[config.mk]
export PLATFORM = sky130hd
export DESIGN_NAME = control
export DESIGN_NICKNAME = d
export VERILOG_FILES = /design/src/rtl/control_pkg.sv /design/src/rtl/control_sync_bit.sv /design/src/rtl/control.sv
export SDC_FILE = /design/constraint.sdc
export NUM_CORES = 1
export LEC_CHECK = 0
export BUFFER_PORTS_ARGS = -buffer_cell sky130_fd_sc_hd__buf_4
export CELL_PAD_IN_SITES_DETAIL_PLACEMENT = 1
export CELL_PAD_IN_SITES_GLOBAL_PLACEMENT = 1
export CORE_AREA = 2 2 39 41
export DETAILED_ROUTE_END_ITERATION = 12
export DIE_AREA = 0 0 41 43
export GPL_TIMING_DRIVEN = 0
export PLACE_DENSITY = 0.56
export SYNTH_ARGS = -nofsm -noshare
export SYNTH_HDL_FRONTEND = slang
export SYNTH_HIERARCHICAL = 1
export SYNTH_SLANG_ARGS = --single-unit
[constraint.sdc]
create_clock -name clk -period 1.1 [get_ports clk]
set_clock_uncertainty 0.15 [all_clocks]
set_input_delay 0.11 -clock clk [delete_from_list [all_inputs] [get_ports clk]]
set_output_delay 0.11 -clock clk [all_outputs]
set_load 0.05 [all_outputs]
[src/rtl/control_pkg.sv]
// Shared types and constants for the oven run/stop controller.
// Reason codes are only consumed when CONTROL_REASON_EN is defined.
package control_pkg;

  typedef enum logic {
    OFF = 1'b0,
    ON  = 1'b1
  } state_t;

  localparam logic [1:0] REASON_NONE  = 2'd0;
  localparam logic [1:0] REASON_STOP  = 2'd1;
  localparam logic [1:0] REASON_TIMER = 2'd2;
  localparam logic [1:0] REASON_DOOR  = 2'd3;

  // Idle levels of the synchronized input groups: {startn, stopn, clearn} and {door_closed, timer_done}
  localparam logic [2:0] BUTTONS_IDLE = 3'b111;
  localparam logic [1:0] STATUS_IDLE  = 2'b00;

  // Highest-priority active cause wins when several block together
  function automatic logic [1:0] reasonCode(input logic stopOrClear,
                                            input logic timerDone,
                                            input logic doorOpen);
    logic [1:0] code;
    code = REASON_NONE;
    if (stopOrClear)    code = REASON_STOP;
    else if (timerDone) code = REASON_TIMER;
    else if (doorOpen)  code = REASON_DOOR;
    return code;
  endfunction

endpackage

[src/rtl/control_sync_bit.sv]
// Multi-flop synchronizer for a group of asynchronous inputs with a configurable
// depth (0 = pass-through) and a per-bit synchronous reset value.
module sync_bit #(
  parameter int               DEPTH     = 2,
  parameter int               WIDTH     = 1,
  parameter logic [WIDTH-1:0] RESET_VAL = '0
) (
  input  logic             clk,
  input  logic             rstn,
  input  logic [WIDTH-1:0] i_d,
  output logic [WIDTH-1:0] o_q
);

  generate
    if (DEPTH == 0) begin : g_bypass
      assign o_q = i_d;
    end else begin : g_sync
      logic [WIDTH-1:0] r_stages [DEPTH];

      always_ff @(posedge clk) begin
        if (!rstn) begin
          for (int i = 0; i < DEPTH; i++) r_stages[i] <= RESET_VAL;
        end else begin
          r_stages[0] <= i_d;
          for (int i = 1; i < DEPTH; i++) r_stages[i] <= r_stages[i-1];
        end
      end

      assign o_q = r_stages[DEPTH-1];
    end
  endgenerate

endmodule

[src/rtl/control.sv]
// Microwave run/stop controller driving the magnetron enable Q.
// Optional turn-off cause output 'reason' is built when CONTROL_REASON_EN is defined.
module control
  import control_pkg::*;
#(
  parameter int SYNC_STAGES = 2
) (
  input  logic       clk,
  input  logic       rstn,
  input  logic       startn,
  input  logic       stopn,
  input  logic       clearn,
  input  logic       door_closed,
  input  logic       timer_done,
  output logic       Q
`ifdef CONTROL_REASON_EN
  ,
  output logic [1:0] reason
`endif
);

  logic [2:0] w_buttons;
  logic [1:0] w_status;
  logic       w_startn;
  logic       w_stopn;
  logic       w_clearn;
  logic       w_doorClosed;
  logic       w_timerDone;
  logic       w_block;
  logic       w_go;
  state_t     r_state;
  state_t     w_stateNext;

  sync_bit #(
    .DEPTH    (SYNC_STAGES),
    .WIDTH    (3),
    .RESET_VAL(BUTTONS_IDLE)
  ) u_syncButtons (
    .clk (clk),
    .rstn(rstn),
    .i_d ({startn, stopn, clearn}),
    .o_q (w_buttons)
  );

  sync_bit #(
    .DEPTH    (SYNC_STAGES),
    .WIDTH    (2),
    .RESET_VAL(STATUS_IDLE)
  ) u_syncStatus (
    .clk (clk),
    .rstn(rstn),
    .i_d ({door_closed, timer_done}),
    .o_q (w_status)
  );

  assign {w_startn, w_stopn, w_clearn} = w_buttons;
  assign {w_doorClosed, w_timerDone}   = w_status;

  // Any blocker vetoes start, so a held start fires only once the last blocker clears
  assign w_block = !w_stopn || !w_clearn || w_timerDone || !w_doorClosed;
  assign w_go    = !w_startn && w_doorClosed;

  always_ff @(posedge clk) begin
    if (!rstn) r_state <= OFF;
    else       r_state <= w_stateNext;
  end

  always_comb begin
    w_stateNext = r_state;
    case (r_state)
      OFF:     if (w_go && !w_block) w_stateNext = ON;
      ON:      if (w_block)          w_stateNext = OFF;
      default: w_stateNext = OFF;
    endcase
  end

  assign Q = (r_state == ON);

`ifdef CONTROL_REASON_EN
  logic [1:0] r_reason;

  always_ff @(posedge clk) begin
    if (!rstn) begin
      r_reason <= REASON_NONE;
    end else if (r_state == OFF && w_stateNext == ON) begin
      r_reason <= REASON_NONE;
    end else if (r_state == ON && w_stateNext == OFF) begin
      r_reason <= reasonCode(!w_stopn || !w_clearn, w_timerDone, !w_doorClosed);
    end
  end

  assign reason = r_reason;
`endif

endmodule

==> impl_metrics.py <==
metrics = {
    "routing": {
        "num_vias": 232,
        "routedWlPerCell_um": 7.63,
        "dr.pass1.iters": 3,
        "drc": 0,
        "ant_nets": 0,
        "routed_wl_um": 473,
        "avgViaCountPerCell": 3.74,
        "dr.first_iter.drc_count": 2,
    },
    "worst_setup_path": {
        "r2r_start": "u_syncButtons/g_sync.r_stages[0][5]",
        "rrSetupSlack_ps": 230,
        "critPathMaxStageDelay_ps": 360,
        "cp_slowest_cell": "dfxtp_2",
        "crit_chain": "buf_6",
        "worstSetupEndpointType": "output port",
        "cp_data_required_time_ps": 840,
        "critPathBufInv": 1,
        "r2r_end": "Q",
        "crit_arrival_ps": 780,
        "crit_fanout": 2,
        "setup.worst_path.start_class": "flip-flop",
        "criticalPathCategory": "reg2out",
        "crit_family": "flip-flops",
        "reg2reg_depth": 3,
    },
    "clock_tree": {
        "htreeDepth": 1,
        "clk_latency_ps": 260,
        "cts_max_path_buffers": 2,
        "root_buffer": "clkbuf_4",
        "cts_tree": "yes",
        "clock_sinks": 11,
        "clk_pin_slew_ps": 70,
        "numCtsBuffers": 3,
        "postCtsSetupRepairBufs": 0,
    },
    "placed_design": {
        "gp_congestion": 0.573,
        "numPortBuffers": 7,
        "place_ws_ps": 240,
    },
    "layout": {
        "drive_gt1_frac": 0.391,
        "antennaDiodeCount": 0,
        "nets": 54,
        "syn2layout_area_growth_pct": 46.8,
    },
    "synthesis": {
        "async_flop_share": 0,
        "synth_cell_types": 7,
        "synthFlopType": "dfxtp_1",
        "yosys-top-cells-area": "dfxtp_1, buf_4, nand2b_1",
        "synth_top_area_share": 0.629,
        "ys_seq_area_frac": 0.629,
        "ys_warn_count": 6,
        "synth_top_cell_by_area": "dfxtp_1",
        "synth_commonest_cells": "dfxtp_1, nand2b_1, buf_4, and2_1",
        "syn-num-nets": 36,
        "synth_cells": 29,
        "synth_most_common_cell": "dfxtp_1",
        "synth_area_um2": 350,
        "synth_edf_count": 0,
        "synth_area_per_cell_um2": 12.1,
        "synth_seq_cells": 11,
    },
    "worst_hold_path": {
        "hold_depth": 1,
        "hp-start": "u_syncButtons/g_sync.r_stages[0][2]",
        "min_path_type": "reg2reg",
        "min_to": "u_syncButtons/g_sync.r_stages[0][5]",
    },
    "global_routing": {
        "gr-usage-met2": 0.103,
        "met1_usage": 0.0754,
        "grt_pass1_wl_um": 807,
        "grt_max_degree": 12,
        "grt_pass1_vias": 231,
        "top_usage_layer": "met2",
        "grt_util_met3": 0.0157,
        "grt_overflow": 0,
        "antenna_found_initial": 0,
        "grtUsageTotal": 0.0717,
    },
    "floorplan": {
        "die_w_um": 41,
        "io_pins": 8,
        "die_h_um": 43,
        "num_rows": 14,
        "dieArea_um2": 1760,
        "initial_core_util": 0.253,
        "core-area_um2": 1380,
    },
    "sta": {
        "tns_ps": 0,
        "worst_slew_pin_slew_ps": 105,
        "rsz0062_at_grt": "no",
        "fin_crit_sh": 0.948,
        "layout_setup_ws_ps": 57.4,
        "hold_viol": 0,
        "fin_crit_ps": 1040,
        "fmax_ghz": 0.959,
        "setup_viol": 0,
        "max_slew_margin": 0.930,
        "drv_slew": 0,
    },
    "power_and_ir_drop": {
        "leakage_nw": 0.226,
        "switching_share": 0.195,
        "power_frac_seq": 0.560,
        "ir_drop_uv": 563,
        "internal_power_w": 0.000602,
        "p_switching_w": 0.000146,
        "p_per_area_nw_per_um2": 1450,
        "p_comb_frac": 0.084,
        "clock_power_share": 0.356,
    },
    "run_status": {
        "status": "completed",
    },
    "job": {
        "drv_cap": 0,
    },
}
==> worst max-delay path by stage <==
stage | cells after the start | slack [ps] | endpoint | startpoint
final | 1 | 60 | Q | Q
after global routing | 1 | 20 | Q | Q
after CTS | 1 | 40 | Q | Q
after detailed placement | 3 | 240 | Q | u_syncButtons/g_sync.r_stages[0][5]
after global placement | 3 | 250 | Q | u_syncButtons/g_sync.r_stages[0][5]
after floorplan | 2 | 30 | Q | Q
==> placed cells by master, fill, tap and decap left out, drive strengths merged <==
cell type | synthesis | routed
buf | 5 | 12
nand2b | 6 | 6
and2 | 4 | 4
clkbuf | 0 | 4
dlygate4sd3 | 0 | 6
nor3 | 1 | 1
nand4 | 1 | 1
nor2b | 1 | 1
dfxtp | 11 | 11
==> layout make-up <==
class | instances | area, um^2
fillers | 156 | 870
repair buffers | 13 | 116
multi-input cells | 13 | 92.6
plain buffers | 5 | 37.5
well taps | 16 | 20.0
flip-flops and latches | 11 | 221
clock buffers | 4 | 26.3
==> through the flow <==
stage	hold WS [ps]	utilization	std cells	area [um^2]	power (W)
after floorplan	33.0	-	29	350	0.000451
after global placement	142	0.306	52	423	0.000472
after detailed placement	148	0.306	52	423	0.000475
after CTS	267	0.372	62	514	0.000765
after global routing	293	0.372	62	514	0.000789
final	263	0.372	62	514	0.000748
==> logic make-up after synthesis <==
family | count (synthesis) | share of synthesized area
AND/OR/NAND/NOR | 13 | 0.264
flip-flops | 11 | 0.629
buffers and inverters | 5 | 0.107
==> registers in the layout, indices dropped and copies added, names as in the netlist <==
register and flops:
u_syncStatus/g_sync.r_stages 4, u_syncButtons/g_sync.r_stages 6, Q 1
==> repair_timing <==
item	4_1_cts	5_1_grt
hold buffers	6	0
gates resized for setup	2	0
hold endpoints to repair	10	0
setup endpoints to repair	1	0
==> layer usage <==
| layer | wire [um] | vias to the layer above |
|---|---|---|
| met1 | 194 | 105 |
| li1 | - | 119 |
| met3 | 22 | 0 |
| met2 | 255 | 8 |
| met4 | 0 | 0 |
| met5 | 0 | - |
==> power by group through the flow <==
stage          logic (W)  registers [W]  clock network (W)
3_5_place_dp   0.0000468       0.000428                  0
4_1_cts        0.0000639       0.000419           0.000282
5_1_grt        0.0000687       0.000421           0.000300
2_1_floorplan  0.0000239       0.000428                  0
6_report       0.0000628       0.000419           0.000266
3_3_place_gp   0.0000444       0.000427                  0
Power figures use the tool's default switching activity.
